File: src/rtl/reservoir_pkg.sv
// Shared definitions for the single-node reservoir: sampler FSM state type
// and the default frame geometry used by the delay loop and the readout.
package reservoir_pkg;

  // Default number of virtual nodes per loop round trip
  localparam int RES_N_NODES    = 16;
  // Default number of clock samples taken in each node window
  localparam int RES_OVERSAMPLE = 8;

  // Sampler control state
  typedef enum logic {
    ST_IDLE   = 1'b0,
    ST_SAMPLE = 1'b1
  } state_e;

endpackage : reservoir_pkg

File: src/rtl/res_sync_2ff.sv
// Two-flop synchronizer bringing an asynchronous level into the clk domain.
// Both flops reset to 0; q is the output of the second flop.
module res_sync_2ff (
  input  logic clk,
  input  logic rst_n,
  input  logic d,
  output logic q
);

  logic meta_q, meta_d;
  logic sync_q, sync_d;

  // Next values: plain shift through the two stages
  always_comb begin
    meta_d = d;
    sync_d = meta_q;
  end

  // Synchronizer flops, cleared by reset
  always_ff @(posedge clk or negedge rst_n) begin
    if (!rst_n) begin
      meta_q <= 1'b0;
      sync_q <= 1'b0;
    end else begin
      meta_q <= meta_d;
      sync_q <= sync_d;
    end
  end

  assign q = sync_q;

endmodule : res_sync_2ff

File: src/rtl/reservoir_node_sampler.sv
// Reservoir node sampler: synchronizes the delay-loop output, slices each
// frame into N_NODES windows of OVERSAMPLE clock samples, counts the high
// samples per window and presents each count on a single-register
// valid/ready output. Sampling never stalls; an unaccepted result is
// overwritten by the next one.
// Optional feature macro: RES_SAMPLER_OVERRUN_EN builds the sticky overrun
// detector; without it the overrun port is tied low.
module reservoir_node_sampler
  import reservoir_pkg::*;
#(
  parameter int N_NODES    = RES_N_NODES,
  parameter int OVERSAMPLE = RES_OVERSAMPLE,
  parameter int IDX_W      = $clog2(N_NODES),
  parameter int CNT_W      = $clog2(OVERSAMPLE + 1)
) (
  input  logic             clk,
  input  logic             rst_n,
  input  logic             loop_in,
  input  logic             start,
  output logic             busy,
  output logic             node_valid,
  input  logic             node_ready,
  output logic [IDX_W-1:0] node_idx,
  output logic [CNT_W-1:0] node_count,
  output logic             frame_done,
  output logic             overrun
);

  localparam int               SAMP_W    = $clog2(OVERSAMPLE);
  localparam logic [SAMP_W-1:0] SAMP_LAST = SAMP_W'(OVERSAMPLE - 1);
  localparam logic [IDX_W-1:0]  NODE_LAST = IDX_W'(N_NODES - 1);

  state_e             state_q, state_d;
  logic [SAMP_W-1:0]  samp_cnt_q, samp_cnt_d;
  logic [IDX_W-1:0]   node_cnt_q, node_cnt_d;
  logic [CNT_W-1:0]   acc_q, acc_d;
  logic               res_valid_q, res_valid_d;
  logic [IDX_W-1:0]   res_idx_q, res_idx_d;
  logic [CNT_W-1:0]   res_cnt_q, res_cnt_d;
  logic               frame_done_q, frame_done_d;

  logic               sync_bit;
  logic               start_accept;
  logic               window_end;
  logic               frame_end;
  logic [CNT_W-1:0]   sample_sum;

  // Loop output crosses into clk here; node windows lag loop_in by 2 cycles
  res_sync_2ff u_sync (
    .clk   (clk),
    .rst_n (rst_n),
    .d     (loop_in),
    .q     (sync_bit)
  );

  // A start only counts while idle, so restarts mid-frame are ignored
  assign start_accept = (state_q == ST_IDLE) && start;
  assign window_end   = (state_q == ST_SAMPLE) && (samp_cnt_q == SAMP_LAST);
  assign frame_end    = window_end && (node_cnt_q == NODE_LAST);
  // Window total including the sample taken on the closing edge
  assign sample_sum   = acc_q + CNT_W'(sync_bit);

  // FSM state register
  always_ff @(posedge clk or negedge rst_n) begin
    if (!rst_n) begin
      state_q <= ST_IDLE;
    end else begin
      state_q <= state_d;
    end
  end

  // FSM next state: run one frame per accepted start
  always_comb begin
    state_d = state_q;
    unique case (state_q)
      ST_IDLE:   if (start)     state_d = ST_SAMPLE;
      ST_SAMPLE: if (frame_end) state_d = ST_IDLE;
      default:                  state_d = ST_IDLE;
    endcase
  end

  // FSM outputs
  always_comb begin
    busy = (state_q == ST_SAMPLE);
  end

  // Sample/node counters and per-window accumulator
  always_comb begin
    samp_cnt_d = samp_cnt_q;
    node_cnt_d = node_cnt_q;
    acc_d      = acc_q;
    if (start_accept) begin
      samp_cnt_d = '0;
      node_cnt_d = '0;
      acc_d      = '0;
    end else if (state_q == ST_SAMPLE) begin
      if (window_end) begin
        samp_cnt_d = '0;
        acc_d      = '0;
        node_cnt_d = frame_end ? '0 : node_cnt_q + 1'b1;
      end else begin
        samp_cnt_d = samp_cnt_q + 1'b1;
        acc_d      = sample_sum;
      end
    end
  end

  // Output register: a handshake drains it, a new load always wins
  always_comb begin
    res_valid_d  = res_valid_q;
    res_idx_d    = res_idx_q;
    res_cnt_d    = res_cnt_q;
    frame_done_d = frame_end;
    if (res_valid_q && node_ready) begin
      res_valid_d = 1'b0;
    end
    if (window_end) begin
      res_valid_d = 1'b1;
      res_idx_d   = node_cnt_q;
      res_cnt_d   = sample_sum;
    end
  end

  // Datapath and output registers; reset drops any pending result
  always_ff @(posedge clk or negedge rst_n) begin
    if (!rst_n) begin
      samp_cnt_q   <= '0;
      node_cnt_q   <= '0;
      acc_q        <= '0;
      res_valid_q  <= 1'b0;
      res_idx_q    <= '0;
      res_cnt_q    <= '0;
      frame_done_q <= 1'b0;
    end else begin
      samp_cnt_q   <= samp_cnt_d;
      node_cnt_q   <= node_cnt_d;
      acc_q        <= acc_d;
      res_valid_q  <= res_valid_d;
      res_idx_q    <= res_idx_d;
      res_cnt_q    <= res_cnt_d;
      frame_done_q <= frame_done_d;
    end
  end

  assign node_valid = res_valid_q;
  assign node_idx   = res_idx_q;
  assign node_count = res_cnt_q;
  assign frame_done = frame_done_q;

`ifdef RES_SAMPLER_OVERRUN_EN
  logic overrun_q, overrun_d;

  // Sticky overrun: a load hit a result the consumer has not taken
  always_comb begin
    overrun_d = overrun_q;
    if (start_accept) begin
      overrun_d = 1'b0;
    end else if (window_end && res_valid_q && !node_ready) begin
      overrun_d = 1'b1;
    end
  end

  // Overrun flag register
  always_ff @(posedge clk or negedge rst_n) begin
    if (!rst_n) begin
      overrun_q <= 1'b0;
    end else begin
      overrun_q <= overrun_d;
    end
  end

  assign overrun = overrun_q;
`else
  assign overrun = 1'b0;
`endif

endmodule : reservoir_node_sampler

File: config.mk
export PLATFORM = sky130hd
export DESIGN_NAME = reservoir_node_sampler
export DESIGN_NICKNAME = d
export VERILOG_FILES = /design/src/rtl/reservoir_pkg.sv /design/src/rtl/res_sync_2ff.sv /design/src/rtl/reservoir_node_sampler.sv
export SDC_FILE = /design/constraint.sdc
export NUM_CORES = 1
export LEC_CHECK = 0
export CAP_MARGIN = 20
export CORE_MARGIN = 5
export CORE_UTILIZATION = 29
export CTS_CLUSTER_SIZE = 28
export DETAILED_ROUTE_END_ITERATION = 10
export PLACE_DENSITY_LB_ADDON = 0.1
export RECOVER_POWER = 25
export SYNTH_ARGS = -nofsm -noshare
export SYNTH_HDL_FRONTEND = slang
export SYNTH_SLANG_ARGS = --single-unit
File: constraint.sdc
create_clock -name clk -period 2.2 [get_ports clk]
set_input_delay 0.33 -clock clk [delete_from_list [all_inputs] [get_ports clk]]
set_output_delay 0.33 -clock clk [all_outputs]
set_load 0.05 [all_outputs]
==> metrics.json, run 1 <==
{
  "timing": {
    "timing.final.crit_share_pct": 82.5,
    "setup_ws_ns": 0.385,
    "timing_max_transition_violations_final": 0,
    "hold_viol": 0,
    "skew_ns": 0.00307,
    "unrepaired_setup_endpoints_after_global_routing": "false",
    "setup_tns_ns": 0,
    "max_clock_freq_mhz": 551,
    "final.hold.worst_slack_ns": 0.365,
    "worstMarginPinSlew_ns": 1.31,
    "timing.final.setup_violations": 0,
    "final.min_clock_period_ns": 1.81,
    "worst_slew_margin_rel_pct": 12.5
  },
  "cells_and_area": {
    "final_core_utilization_pct": 36.2,
    "final_cell_count_no_fill": 148,
    "share_of_final_layout_standard_cells_stronger_than_drive_strength_1_pct": 11.8,
    "post-route-cell-area_mm2": 0.00123,
    "num_antenna_cells": 0,
    "final_net_count": 114,
    "area_growth_pct": 18.8
  },
  "synthesis": {
    "post_synth_most_frequent_cells": "24 x sky130_fd_sc_hd__dfrtp_1, 14 x sky130_fd_sc_hd__nand2_1, 7 x sky130_fd_sc_hd__o21ai_0",
    "yosys_most_used_dff": "sky130_fd_sc_hd__dfrtp_1",
    "synth-seq-cells": 24,
    "synth.net_count": 97,
    "largest_family_of_logic_cells_by_synthesized_area": "simple AND/OR/NAND/NOR gates",
    "synthDominantCellAreaShare_pct": 58.2,
    "cell_type_with_the_largest_total_area_after_synthesis": "sky130_fd_sc_hd__dfrtp_1",
    "avgSynthCellArea_um2": 11.9,
    "yosys.area_share.adder_pct": 6.06,
    "yosysSeqAreaShare_pct": 58.2,
    "synthMostInstantiatedCell": "sky130_fd_sc_hd__dfrtp_1",
    "synth_enable_flop_cells": 0,
    "synthArstFlopShare_pct": 100,
    "synth-xor-area-share_pct": 1.70,
    "ys_top_cells_by_area": "sky130_fd_sc_hd__dfrtp_1 58%, sky130_fd_sc_hd__ha_1 6.1%, sky130_fd_sc_hd__mux2_2 5.5%",
    "synthMuxAreaShare_pct": 7.39,
    "syn_inst": 87,
    "yosys_warnings": 0,
    "post_synth_and_or_nand_nor_area_fraction_pct": 12.5,
    "netlist-cell-type-count": 23,
    "synthesis.area_mm2": 0.00103,
    "synth_compound_area_share_pct": 9.09
  },
  "die": {
    "ios": 17,
    "floorplan.die_area_mm2": 0.00485,
    "initial_utilization_pct": 30.5,
    "floorplan.core_area_mm2": 0.00339,
    "die_span_y_um": 69.7,
    "placement_rows": 21,
    "die_w_um": 69.7
  },
  "global_routing": {
    "initial_antenna_violation_count": 0,
    "first_global_vias": 722,
    "grt_use_total_pct": 8.91,
    "largest_net_degree_at_the_start_of_global_routing": 25,
    "first_pass_grt_wire_length_mm": 3.50,
    "grt_overflow_total": 0
  },
  "hold_path": {
    "holdCritPathClass": "flip-flop to flip-flop",
    "worstHoldPathCells": 0
  },
  "cts": {
    "clk_latency_ns": 0.31,
    "h-tree-depth": 1,
    "clock_tree.buffer_depth": 2,
    "cts_tree": "built",
    "clkSinkCount": 24,
    "postCtsSetupBuffers": 0,
    "ctsResizeCount": 0,
    "number_of_buffers_added_by_the_clock_tree_synthesis_step": 3,
    "cts.root.buffer_cell": "sky130_fd_sc_hd__clkbuf_4",
    "cts_hold_buffers": 0,
    "worst_path_clk_slew_ns": 0.12
  },
  "placement": {
    "place_area_mm2": 0.00121,
    "detailed_place_hpwl_mm": 1.35,
    "placed_cells_incl_taps": 145,
    "count_of_input_and_output_buffers": 15,
    "finalWeightedCongestion": 0.705,
    "pre_cts_slack_ns": 0.599
  },
  "worst_setup_path": {
    "critPathBufInv": 1,
    "critical-path-max-stage-delay_ns": 0.81,
    "timing.setup.critical_path_class": "flip-flop to output port",
    "timing.critical_path.fanout_max": 2,
    "cp_data_required_time_ns": 1.87,
    "critical_path.startpoint_type": "flip-flop",
    "worst_setup_path_end_kind": "output port",
    "cpMaxStageDelayCell": "sky130_fd_sc_hd__clkdlybuf4s50_1",
    "timing.critical_path.depth": 1,
    "cp_top_family": "buffers and inverters",
    "number_of_cell_instances_on_the_worst_register_to_register_path": 4,
    "critical_path.cell_chain": "clkdlybuf4s50_1",
    "critical_path_arrival_ns": 1.48
  },
  "routing": {
    "drt_iter0_drc": 16,
    "route.detailed.drc": 0,
    "antenna_violating_nets_left": 0,
    "routed_wirelength_mm": 1.91,
    "via_count": 650,
    "drt_pass1_iterations": 4,
    "post_drt_via_cell_ratio": 4.39,
    "routed_wire_length_per_instance_um": 12.9
  },
  "pwr": {
    "power_density_mw_per_mm2": 1510,
    "ir_drop_uv": 628,
    "power.total_mw": 1.85,
    "leakage_nw": 0.540
  },
  "outcome": {
    "status": "complete, no violations"
  },
  "flow_run": {
    "max_cap_viol_count": 0
  }
}
==> final cells by class <==
type                       instances  area, um2
sequential                        24        601
fill                             350       2160
timing repair buffer              16        151
clock buffer                       3       22.5
tap                               46       57.6
multi-input combinational         56        383
inverter                           3       11.3
==> kinds of logic (layout without fill, tap and decap cells) <==
logic type | count (synthesis) | after routing
other | 1 | 1
XOR/XNOR | 2 | 2
flip-flops | 24 | 24
adder cells (fa/ha/maj) | 5 | 5
buffers and inverters | 7 | 22
AND/OR/NAND/NOR | 27 | 27
multiplexers | 7 | 7
AO/OA/AOI/OAI | 14 | 14
==> routing by layer <==
metal  routed length [um]  up-vias  GRT usage, %
met2                  809       19          13.8
met1                  965      305          11.7
met5                    0        -             0
met4                   10        0          1.28
met3                  124        2          4.06
li1                     -      324             -
==> registers in the layout, indices dropped and copies added (netlist names) <==
| signal | flops |
|---|---|
| acc_q | 4 |
| node_cnt_q | 4 |
| node_count | 4 |
| node_idx | 4 |
| samp_cnt_q | 3 |
| busy | 1 |
| frame_done | 1 |
| node_valid | 1 |
| u_sync.meta_q | 1 |
| u_sync.q | 1 |
==> power by group <==
group          internal (mW)  switching, mW
registers              0.628          0.132
logic                  0.362          0.543
clock network         0.0641          0.125
total                   1.05          0.800
==> path summary, 6_finish.rpt <==
kind	slack, ns	start	end
min in group asynchronous	0.82	rst_n	acc_q[3]$_DFFE_PN0P_
min reg2reg	0.36	u_sync.meta_q$_DFF_PN0_	u_sync.q$_DFF_PN0_
max reg2reg	0.58	samp_cnt_q[0]$_DFFE_PN0P_	node_count[0]$_DFFE_PN0P_
min	0.36	u_sync.meta_q$_DFF_PN0_	u_sync.q$_DFF_PN0_
max	0.39	node_count[0]$_DFFE_PN0P_	node_count[0]
max in group asynchronous	0.61	rst_n	node_cnt_q[1]$_DFFE_PN0P_
==> layout by cell type, fill, tap and decap left out, types with 2 or more instances in the layout <==
cell,instances
sky130_fd_sc_hd__o21ai_0,7
sky130_fd_sc_hd__dfrtp_1,24
sky130_fd_sc_hd__clkdlybuf4s50_1,12
sky130_fd_sc_hd__a22o_1,2
sky130_fd_sc_hd__mux2_2,5
sky130_fd_sc_hd__ha_1,5
sky130_fd_sc_hd__nand3_1,6
sky130_fd_sc_hd__mux2i_1,2
sky130_fd_sc_hd__dlygate4sd3_1,2
sky130_fd_sc_hd__inv_1,3
sky130_fd_sc_hd__nand2_1,14
sky130_fd_sc_hd__nor2_1,3
sky130_fd_sc_hd__nand2b_1,2
sky130_fd_sc_hd__clkbuf_4,3
(Power assumes the default switching activity.)
==> inputs of run 2 (changes only) <==
==> constraint.sdc (replaced) <==
create_clock -name clk -period 1.52 [get_ports clk]
set_input_delay 0.228 -clock clk [delete_from_list [all_inputs] [get_ports clk]]
set_output_delay 0.228 -clock clk [all_outputs]
set_load 0.05 [all_outputs]
==> run 2 against run 1 <==
Compared with the run above: non-clock buffer count increased by 4; power rose by 48%; final area increased by 3.1%; register-to-register slack worse by 0.48 ns; critical endpoint is now node_idx[3]$_DFFE_PN0P_.
==> metrics.json, run 2 (synthesis gave the netlist of run 1 again) <==
{
  "outcome": {
    "status": {"value": "complete, no violations", "change": "unchanged"}
  },
  "flow_run": {
    "max_cap_viol_count": {"value": 0, "change": "unchanged"}
  },
  "placement": {
    "detailed_place_hpwl": {"value": 1.46, "unit": "mm", "change": "was 1.35 mm"},
    "count_of_input_and_output_buffers": {"value": 15, "change": "unchanged"},
    "finalWeightedCongestion": {"value": 0.702, "change": "was 0.705"}
  },
  "timing": {
    "timing.final.crit_share_pct": 93.3,
    "setup_tns": {"value": 0, "unit": "ns", "change": "unchanged"},
    "max_clock_freq_mhz": 705,
    "final.hold.worst_slack": {"value": 0.367, "unit": "ns", "change": "was 0.365 ns"},
    "hold_viol": {"value": 0, "change": "unchanged"},
    "timing_max_transition_violations_final": {"value": 0, "change": "unchanged"},
    "unrepaired_setup_endpoints_after_global_routing": {"value": "false", "change": "unchanged"},
    "skew": {"value": 0.0115, "unit": "ns", "change": "was 0.00307 ns"},
    "worst_slew_margin_rel": {"value": 59.4, "unit": "%", "change": "was 12.5%"},
    "final.min_clock_period_ns": 1.42,
    "timing.final.setup_violations": {"value": 0, "change": "unchanged"},
    "worstMarginPinSlew": {"value": 0.609, "unit": "ns", "change": "was 1.31 ns"}
  },
  "cells_and_area": {
    "mostFrequentLayoutCells": {"value": "24 x sky130_fd_sc_hd__dfrtp_1, 14 x sky130_fd_sc_hd__nand2_1, 14 x sky130_fd_sc_hd__buf_4", "change": "was 24 x sky130_fd_sc_hd__dfrtp_1, 14 x sky130_fd_sc_hd__nand2_1, 12 x sky130_fd_sc_hd__clkdlybuf4s50_1"},
    "layout_commonest_cell": {"value": "sky130_fd_sc_hd__dfrtp_1", "change": "unchanged"},
    "share_of_final_layout_standard_cells_stronger_than_drive_strength_1": {"value": 28.0, "unit": "%", "change": "was 11.8%"},
    "final_net_count": {"value": 118, "change": "was 114"},
    "num_antenna_cells": {"value": 0, "change": "unchanged"},
    "area_growth": {"value": 22.4, "unit": "%", "change": "was 18.8%"}
  },
  "cts": {
    "clkSinkCount": {"value": 24, "change": "unchanged"},
    "clock_tree.buffer_depth": {"value": 2, "change": "unchanged"},
    "h-tree-depth": {"value": 1, "change": "unchanged"},
    "clk_latency": {"value": 0.32, "unit": "ns", "change": "was 0.31 ns"},
    "cts_hold_buffers": {"value": 0, "change": "unchanged"},
    "worst_path_clk_slew": {"value": 0.13, "unit": "ns", "change": "was 0.12 ns"},
    "postCtsSetupBuffers": {"value": 0, "change": "unchanged"},
    "ctsResizeCount": {"value": 0, "change": "unchanged"},
    "cts.root.buffer_cell": {"value": "sky130_fd_sc_hd__clkbuf_4", "change": "unchanged"},
    "cts_tree": {"value": "built", "change": "unchanged"},
    "number_of_buffers_added_by_the_clock_tree_synthesis_step": {"value": 3, "change": "unchanged"}
  },
  "worst_setup_path": {
    "critical_path.startpoint_type": {"value": "flip-flop", "change": "unchanged"},
    "cp_top_family": {"value": "flip-flops", "change": "was buffers and inverters"},
    "cp_data_required_time": {"value": 1.73, "unit": "ns", "change": "was 1.87 ns"},
    "cpMaxStageDelayCell": {"value": "sky130_fd_sc_hd__dfrtp_1", "change": "was sky130_fd_sc_hd__clkdlybuf4s50_1"},
    "critical-path-max-stage-delay": {"value": 0.42, "unit": "ns", "change": "was 0.81 ns"},
    "number_of_cell_instances_on_the_worst_register_to_register_path": {"value": 4, "change": "unchanged"},
    "timing.critical_path.depth": {"value": 4, "change": "was 1"},
    "timing.setup.critical_path_class": {"value": "flip-flop to flip-flop", "change": "was flip-flop to output port"},
    "worst_setup_path_end_kind": {"value": "flip-flop", "change": "was output port"},
    "critPathBufInv": {"value": 0, "change": "was 1"},
    "critical_path.cell_chain": {"value": "ha_1 > ha_2 > nand2_4 > mux2_2", "change": "was clkdlybuf4s50_1"},
    "critical_path_arrival": {"value": 1.63, "unit": "ns", "change": "was 1.48 ns"},
    "timing.critical_path.fanout_max": {"value": 10, "change": "was 2"}
  },
  "die": {
    "die_w": {"value": 69.7, "unit": "um", "change": "unchanged"},
    "initial_utilization": {"value": 30.5, "unit": "%", "change": "unchanged"},
    "placement_rows": {"value": 21, "change": "unchanged"},
    "floorplan.core_area": {"value": 0.00339, "unit": "mm2", "change": "unchanged"},
    "floorplan.die_area": {"value": 0.00485, "unit": "mm2", "change": "unchanged"},
    "die_span_y": {"value": 69.7, "unit": "um", "change": "unchanged"},
    "ios": {"value": 17, "change": "unchanged"}
  },
  "pwr": {
    "leakage": {"value": 0.587, "unit": "nW", "change": "was 0.540 nW"},
    "power_density": {"value": 2180, "unit": "mW/mm2", "change": "was 1510 mW/mm2"},
    "ir_drop": {"value": 720, "unit": "uV", "change": "was 628 uV"}
  },
  "global_routing": {
    "globalRouteMet1Util": {"value": 12.2, "unit": "%", "change": "was 11.7%"},
    "grt_use_total": {"value": 8.87, "unit": "%", "change": "was 8.91%"},
    "grt_overflow_total": {"value": 0, "change": "unchanged"},
    "grt-busiest-layer": {"value": "met2", "change": "unchanged"},
    "initial_antenna_violation_count": {"value": 0, "change": "unchanged"},
    "grt_util_met3": {"value": 3.62, "unit": "%", "change": "was 4.06%"},
    "grtUsageMet2": {"value": 13.5, "unit": "%", "change": "was 13.8%"},
    "first_global_vias": {"value": 691, "change": "was 722"},
    "first_pass_grt_wire_length": {"value": 3.42, "unit": "mm", "change": "was 3.50 mm"},
    "largest_net_degree_at_the_start_of_global_routing": {"value": 25, "change": "unchanged"}
  },
  "routing": {
    "route.detailed.drc": {"value": 0, "change": "unchanged"},
    "routed_wirelength": {"value": 2.01, "unit": "mm", "change": "was 1.91 mm"},
    "post_drt_via_cell_ratio": {"value": 4.44, "change": "was 4.39"},
    "via_count": {"value": 680, "change": "was 650"},
    "drt_iter0_drc": {"value": 24, "change": "was 16"},
    "drt_pass1_iterations": {"value": 4, "change": "unchanged"},
    "antenna_violating_nets_left": {"value": 0, "change": "unchanged"},
    "routed_wire_length_per_instance": {"value": 13.1, "unit": "um", "change": "was 12.9 um"}
  },
  "hold_path": {
    "worstHoldPathCells": {"value": 0, "change": "unchanged"},
    "holdCritPathClass": {"value": "flip-flop to flip-flop", "change": "unchanged"}
  }
}
-- run 2: metal layers --
layer  up-vias  routed length, um
met3         2                109
met4         0                 10
met5         -                  0
li1        333                  -
met2        16                858
met1       329               1030
-- run 2: cell type report --
type | instances | area (um2)
fillers | 326 | 2130
flip-flops and latches | 24 | 601
multi-input cells | 56 | 388
repair buffers | 20 | 170
well taps | 46 | 57.6
clock buffers | 4 | 36.3
inverters | 3 | 11.3
-- run 2: final timing paths --
kind	slack [ns]	end	start
worst min-delay path	0.37	u_sync.q$_DFF_PN0_	u_sync.meta_q$_DFF_PN0_
worst max-delay path	0.10	node_idx[3]$_DFFE_PN0P_	samp_cnt_q[0]$_DFFE_PN0P_
worst max register to register	0.10	node_idx[3]$_DFFE_PN0P_	samp_cnt_q[0]$_DFFE_PN0P_
min in group asynchronous	0.42	node_count[3]$_DFFE_PN0P_	rst_n
worst min register to register	0.37	u_sync.q$_DFF_PN0_	u_sync.meta_q$_DFF_PN0_
max in group asynchronous	0.69	node_idx[3]$_DFFE_PN0P_	rst_n
-- run 2: where the power goes --
| group | internal [mW] | total (mW) | switching [mW] |
|---|---|---|---|
| combinational | 0.513 | 1.30 | 0.791 |
| clock | 0.146 | 0.347 | 0.200 |
| sequential | 0.909 | 1.10 | 0.192 |
-- run 2: per-stage QoR --
stage                     setup slack (ns)  area [um2]  utilization, %  power, mW  instances
after floorplan                     0.0514        1030               -       2.06         87
after global placement              0.0831        1220            36.1       2.42        149
after detailed placement            0.0456        1220            36.1       2.44        149
after CTS                           0.0279        1260            37.2       2.80        153
after global routing                0.0401        1260            37.3       2.97        153
final                                0.102        1260            37.3       2.75        153
==> inputs of run 3 (changes only) <==
--- a/config.mk
+++ b/config.mk
@@ -10,6 +10,8 @@
 export CORE_UTILIZATION = 29
 export CTS_CLUSTER_SIZE = 28
 export DETAILED_ROUTE_END_ITERATION = 10
+export DONT_BUFFER_PORTS = 1
+export GPL_ROUTABILITY_DRIVEN = 0
 export PLACE_DENSITY_LB_ADDON = 0.1
 export RECOVER_POWER = 25
 export SYNTH_ARGS = -nofsm -noshare
==> run 3 against run 2 <==
Compared with the run above: combinational power down 38%; worst hold slack worse by 0.30 ns; power shrank 7.4%; final cell count down 4.6%; final area is 5.2% lower; count of clock-buffer cells in the layout is 1 lower; via count decreased by 2.6%; fmax fell by 0.19%; non-clock buffer count fell by 6; critical path type unchanged; critical endpoint is now node_count[0]$_DFFE_PN0P_.
==> metrics.json, run 3 (synthesis gave the netlist of run 1 again) <==
{
  "pwr": {
    "sequential_share_of_power": {"value": 58.1, "unit": "%", "change": "was 40.0%"},
    "leakage": {"value": 0.543, "unit": "nW", "change": "was 0.587 nW"},
    "ir_drop": {"value": 1130, "unit": "uV", "change": "was 720 uV"},
    "pwr-share-comb": {"value": 31.4, "unit": "%", "change": "was 47.4%"},
    "power.switching": {"value": 1.14, "unit": "mW", "change": "was 1.18 mW"},
    "power.total": {"value": 2.55, "unit": "mW", "change": "was 2.75 mW"},
    "intPower": {"value": 1.41, "unit": "mW", "change": "was 1.57 mW"},
    "clkPwrFrac": {"value": 10.5, "unit": "%", "change": "was 12.6%"},
    "power_density": {"value": 2130, "unit": "mW/mm2", "change": "was 2180 mW/mm2"},
    "p_sw_share": {"value": 44.8, "unit": "%", "change": "was 43.0%"}
  },
  "cts": {
    "number_of_buffers_added_by_the_clock_tree_synthesis_step": {"value": 3, "change": "unchanged"},
    "clk_latency": {"value": 0.31, "unit": "ns", "change": "was 0.32 ns"},
    "cts_tree": {"value": "built", "change": "unchanged"},
    "worst_path_clk_slew": {"value": 0.12, "unit": "ns", "change": "was 0.13 ns"},
    "h-tree-depth": {"value": 1, "change": "unchanged"},
    "clkSinkCount": {"value": 24, "change": "unchanged"},
    "clock_tree.buffer_depth": {"value": 2, "change": "unchanged"},
    "cts.root.buffer_cell": {"value": "sky130_fd_sc_hd__clkbuf_4", "change": "unchanged"}
  },
  "cells_and_area": {
    "area_growth": {"value": 16.0, "unit": "%", "change": "was 22.4%"},
    "final_net_count": {"value": 112, "change": "was 118"},
    "final_core_utilization": {"value": 35.3, "unit": "%", "change": "was 37.3%"},
    "num_antenna_cells": {"value": 0, "change": "unchanged"},
    "layout_commonest_cell": {"value": "sky130_fd_sc_hd__dfrtp_1", "change": "unchanged"},
    "final_cell_count_no_fill": {"value": 146, "change": "was 153"},
    "mostFrequentLayoutCells": {"value": "24 x sky130_fd_sc_hd__dfrtp_1, 14 x sky130_fd_sc_hd__nand2_1, 9 x sky130_fd_sc_hd__buf_4", "change": "was 24 x sky130_fd_sc_hd__dfrtp_1, 14 x sky130_fd_sc_hd__nand2_1, 14 x sky130_fd_sc_hd__buf_4"},
    "share_of_final_layout_standard_cells_stronger_than_drive_strength_1": {"value": 24.0, "unit": "%", "change": "was 28.0%"}
  },
  "timing": {
    "timing.final.crit_share": {"value": 93.4, "unit": "%", "change": "was 93.3%"},
    "max_clock_freq": {"value": 704, "unit": "MHz", "change": "was 705 MHz"},
    "skew": {"value": 0.00765, "unit": "ns", "change": "was 0.0115 ns"},
    "unrepaired_setup_endpoints_after_global_routing": {"value": "false", "change": "unchanged"},
    "hold_viol": {"value": 0, "change": "unchanged"},
    "setup_tns": {"value": 0, "unit": "ns", "change": "unchanged"},
    "final.hold.worst_slack": {"value": 0.0695, "unit": "ns", "change": "was 0.367 ns"},
    "final.min_clock_period": {"value": 1.42, "unit": "ns", "change": "about the same"},
    "worstMarginPinSlew": {"value": 0.594, "unit": "ns", "change": "was 0.609 ns"},
    "timing_max_transition_violations_final": {"value": 0, "change": "unchanged"},
    "timing.final.setup_violations": {"value": 0, "change": "unchanged"},
    "worst_slew_margin_rel": {"value": 60.4, "unit": "%", "change": "was 59.4%"}
  },
  "global_routing": {
    "first_pass_grt_wire_length": {"value": 3.42, "unit": "mm", "change": "unchanged"},
    "largest_net_degree_at_the_start_of_global_routing": {"value": 25, "change": "unchanged"},
    "first_global_vias": {"value": 682, "change": "was 691"},
    "grt_use_total": {"value": 8.89, "unit": "%", "change": "was 8.87%"},
    "initial_antenna_violation_count": {"value": 0, "change": "unchanged"},
    "grt_overflow_total": {"value": 0, "change": "unchanged"}
  },
  "worst_setup_path": {
    "critical_path_arrival": {"value": 1.62, "unit": "ns", "change": "was 1.63 ns"},
    "timing.critical_path.fanout_max": {"value": 9, "change": "was 10"},
    "critical-path-max-stage-delay": {"value": 0.42, "unit": "ns", "change": "about the same"},
    "worst_setup_path_end_kind": {"value": "flip-flop", "change": "unchanged"},
    "critical_path.startpoint_type": {"value": "flip-flop", "change": "unchanged"},
    "critical_path.cell_chain": {"value": "ha_1 > ha_2 > nand2_4 > mux2_2", "change": "unchanged"},
    "cp_data_required_time": {"value": 1.72, "unit": "ns", "change": "was 1.73 ns"},
    "cpMaxStageDelayCell": {"value": "sky130_fd_sc_hd__dfrtp_1", "change": "unchanged"},
    "timing.setup.critical_path_class": {"value": "flip-flop to flip-flop", "change": "unchanged"}
  },
  "die": {
    "placement_rows": {"value": 21, "change": "unchanged"},
    "floorplan.die_area": {"value": 0.00485, "unit": "mm2", "change": "unchanged"},
    "ios": {"value": 17, "change": "unchanged"},
    "die_span_y": {"value": 69.7, "unit": "um", "change": "unchanged"},
    "initial_utilization": {"value": 30.5, "unit": "%", "change": "unchanged"},
    "die_w": {"value": 69.7, "unit": "um", "change": "unchanged"},
    "floorplan.core_area": {"value": 0.00339, "unit": "mm2", "change": "unchanged"}
  },
  "routing": {
    "routed_wirelength": {"value": 1.94, "unit": "mm", "change": "was 2.01 mm"},
    "route.detailed.drc": {"value": 0, "change": "unchanged"},
    "routed_wire_length_per_instance": {"value": 13.3, "unit": "um", "change": "was 13.1 um"},
    "drt_pass1_iterations": {"value": 4, "change": "unchanged"},
    "post_drt_via_cell_ratio": {"value": 4.53, "change": "was 4.44"},
    "drt_iter0_drc": {"value": 35, "change": "was 24"},
    "antenna_violating_nets_left": {"value": 0, "change": "unchanged"},
    "via_count": {"value": 662, "change": "was 680"}
  },
  "flow_run": {
    "max_cap_viol_count": {"value": 0, "change": "unchanged"}
  },
  "hold_path": {
    "holdCritPathClass": {"value": "input port to flip-flop", "change": "was flip-flop to flip-flop"}
  },
  "outcome": {
    "status": {"value": "complete, no violations", "change": "unchanged"}
  },
  "placement": {
    "placed_cells_incl_taps": {"value": 136, "change": "was 149"},
    "detailed_place_hpwl": {"value": 1.36, "unit": "mm", "change": "was 1.46 mm"},
    "count_of_input_and_output_buffers": {"value": 0, "change": "was 15"}
  }
}
run 3: routing by layer:
metal	GRT usage [%]	routed length [um]	part of all wire [%]
met3	4.93	146	7.5
met5	0	0	0
met4	2.55	13	0.67
met1	11.2	959	49
met2	13.0	822	42
run 3: path summary, 6_finish.rpt:
kind | start | end | slack [ns] | cells after the start
min in group asynchronous | rst_n | node_count[3]$_DFFE_PN0P_ | 0.45 | 2
hold / removal | start | busy$_DFF_PN0_ | 0.07 | 2
hold reg to reg | u_sync.meta_q$_DFF_PN0_ | u_sync.q$_DFF_PN0_ | 0.36 | 0
setup reg to reg | samp_cnt_q[0]$_DFFE_PN0P_ | node_count[0]$_DFFE_PN0P_ | 0.1 | 4
max in group asynchronous | rst_n | node_idx[3]$_DFFE_PN0P_ | 0.68 | 2
setup / recovery | samp_cnt_q[0]$_DFFE_PN0P_ | node_count[0]$_DFFE_PN0P_ | 0.1 | 4
run 3: timing repair:
item | in CTS | in global routing
setup buffers | 0 | 2
resized for setup | 0 | 3
hold buffers | 5 | 0
hold endpoints to repair | 27 | 0
endpoints found under the setup margin | 0 | 8
run 3: layout make-up:
class | instances | area [um2]
clock buffer | 3 | 22.5
fill | 347 | 2190
inverter | 3 | 11.3
multi-input combinational | 56 | 393
sequential | 24 | 601
tap | 46 | 57.6
timing repair buffer | 14 | 113
run 3: metrics by stage:
stage | setup slack [ns] | instance area, um2
global placement | 0.0755 | 1100
CTS | 0.0244 | 1190
floorplan | 0.0514 | 1030
global route | 0.0429 | 1200
finish | 0.0998 | 1200
detailed placement | 0.0541 | 1100
run 3: worst max-delay path, delay by kind of cell, from the launching register on:
kind | cells | cell delay (ns)
and+or+nand+nor | 1 | 0.13
muxes | 1 | 0.35
adders and majority gates | 2 | 0.42
DFF | 1 | 0.42
run 3: power by group through the flow:
stage | Sequential, mW | Combinational [mW] | Clock [mW]
2_1_floorplan | 1.49 | 0.571 | 0
3_3_place_gp | 1.50 | 0.756 | 0
3_5_place_dp | 1.50 | 0.754 | 0
4_1_cts | 1.48 | 0.790 | 0.300
5_1_grt | 1.53 | 0.925 | 0.322
6_report | 1.48 | 0.801 | 0.267
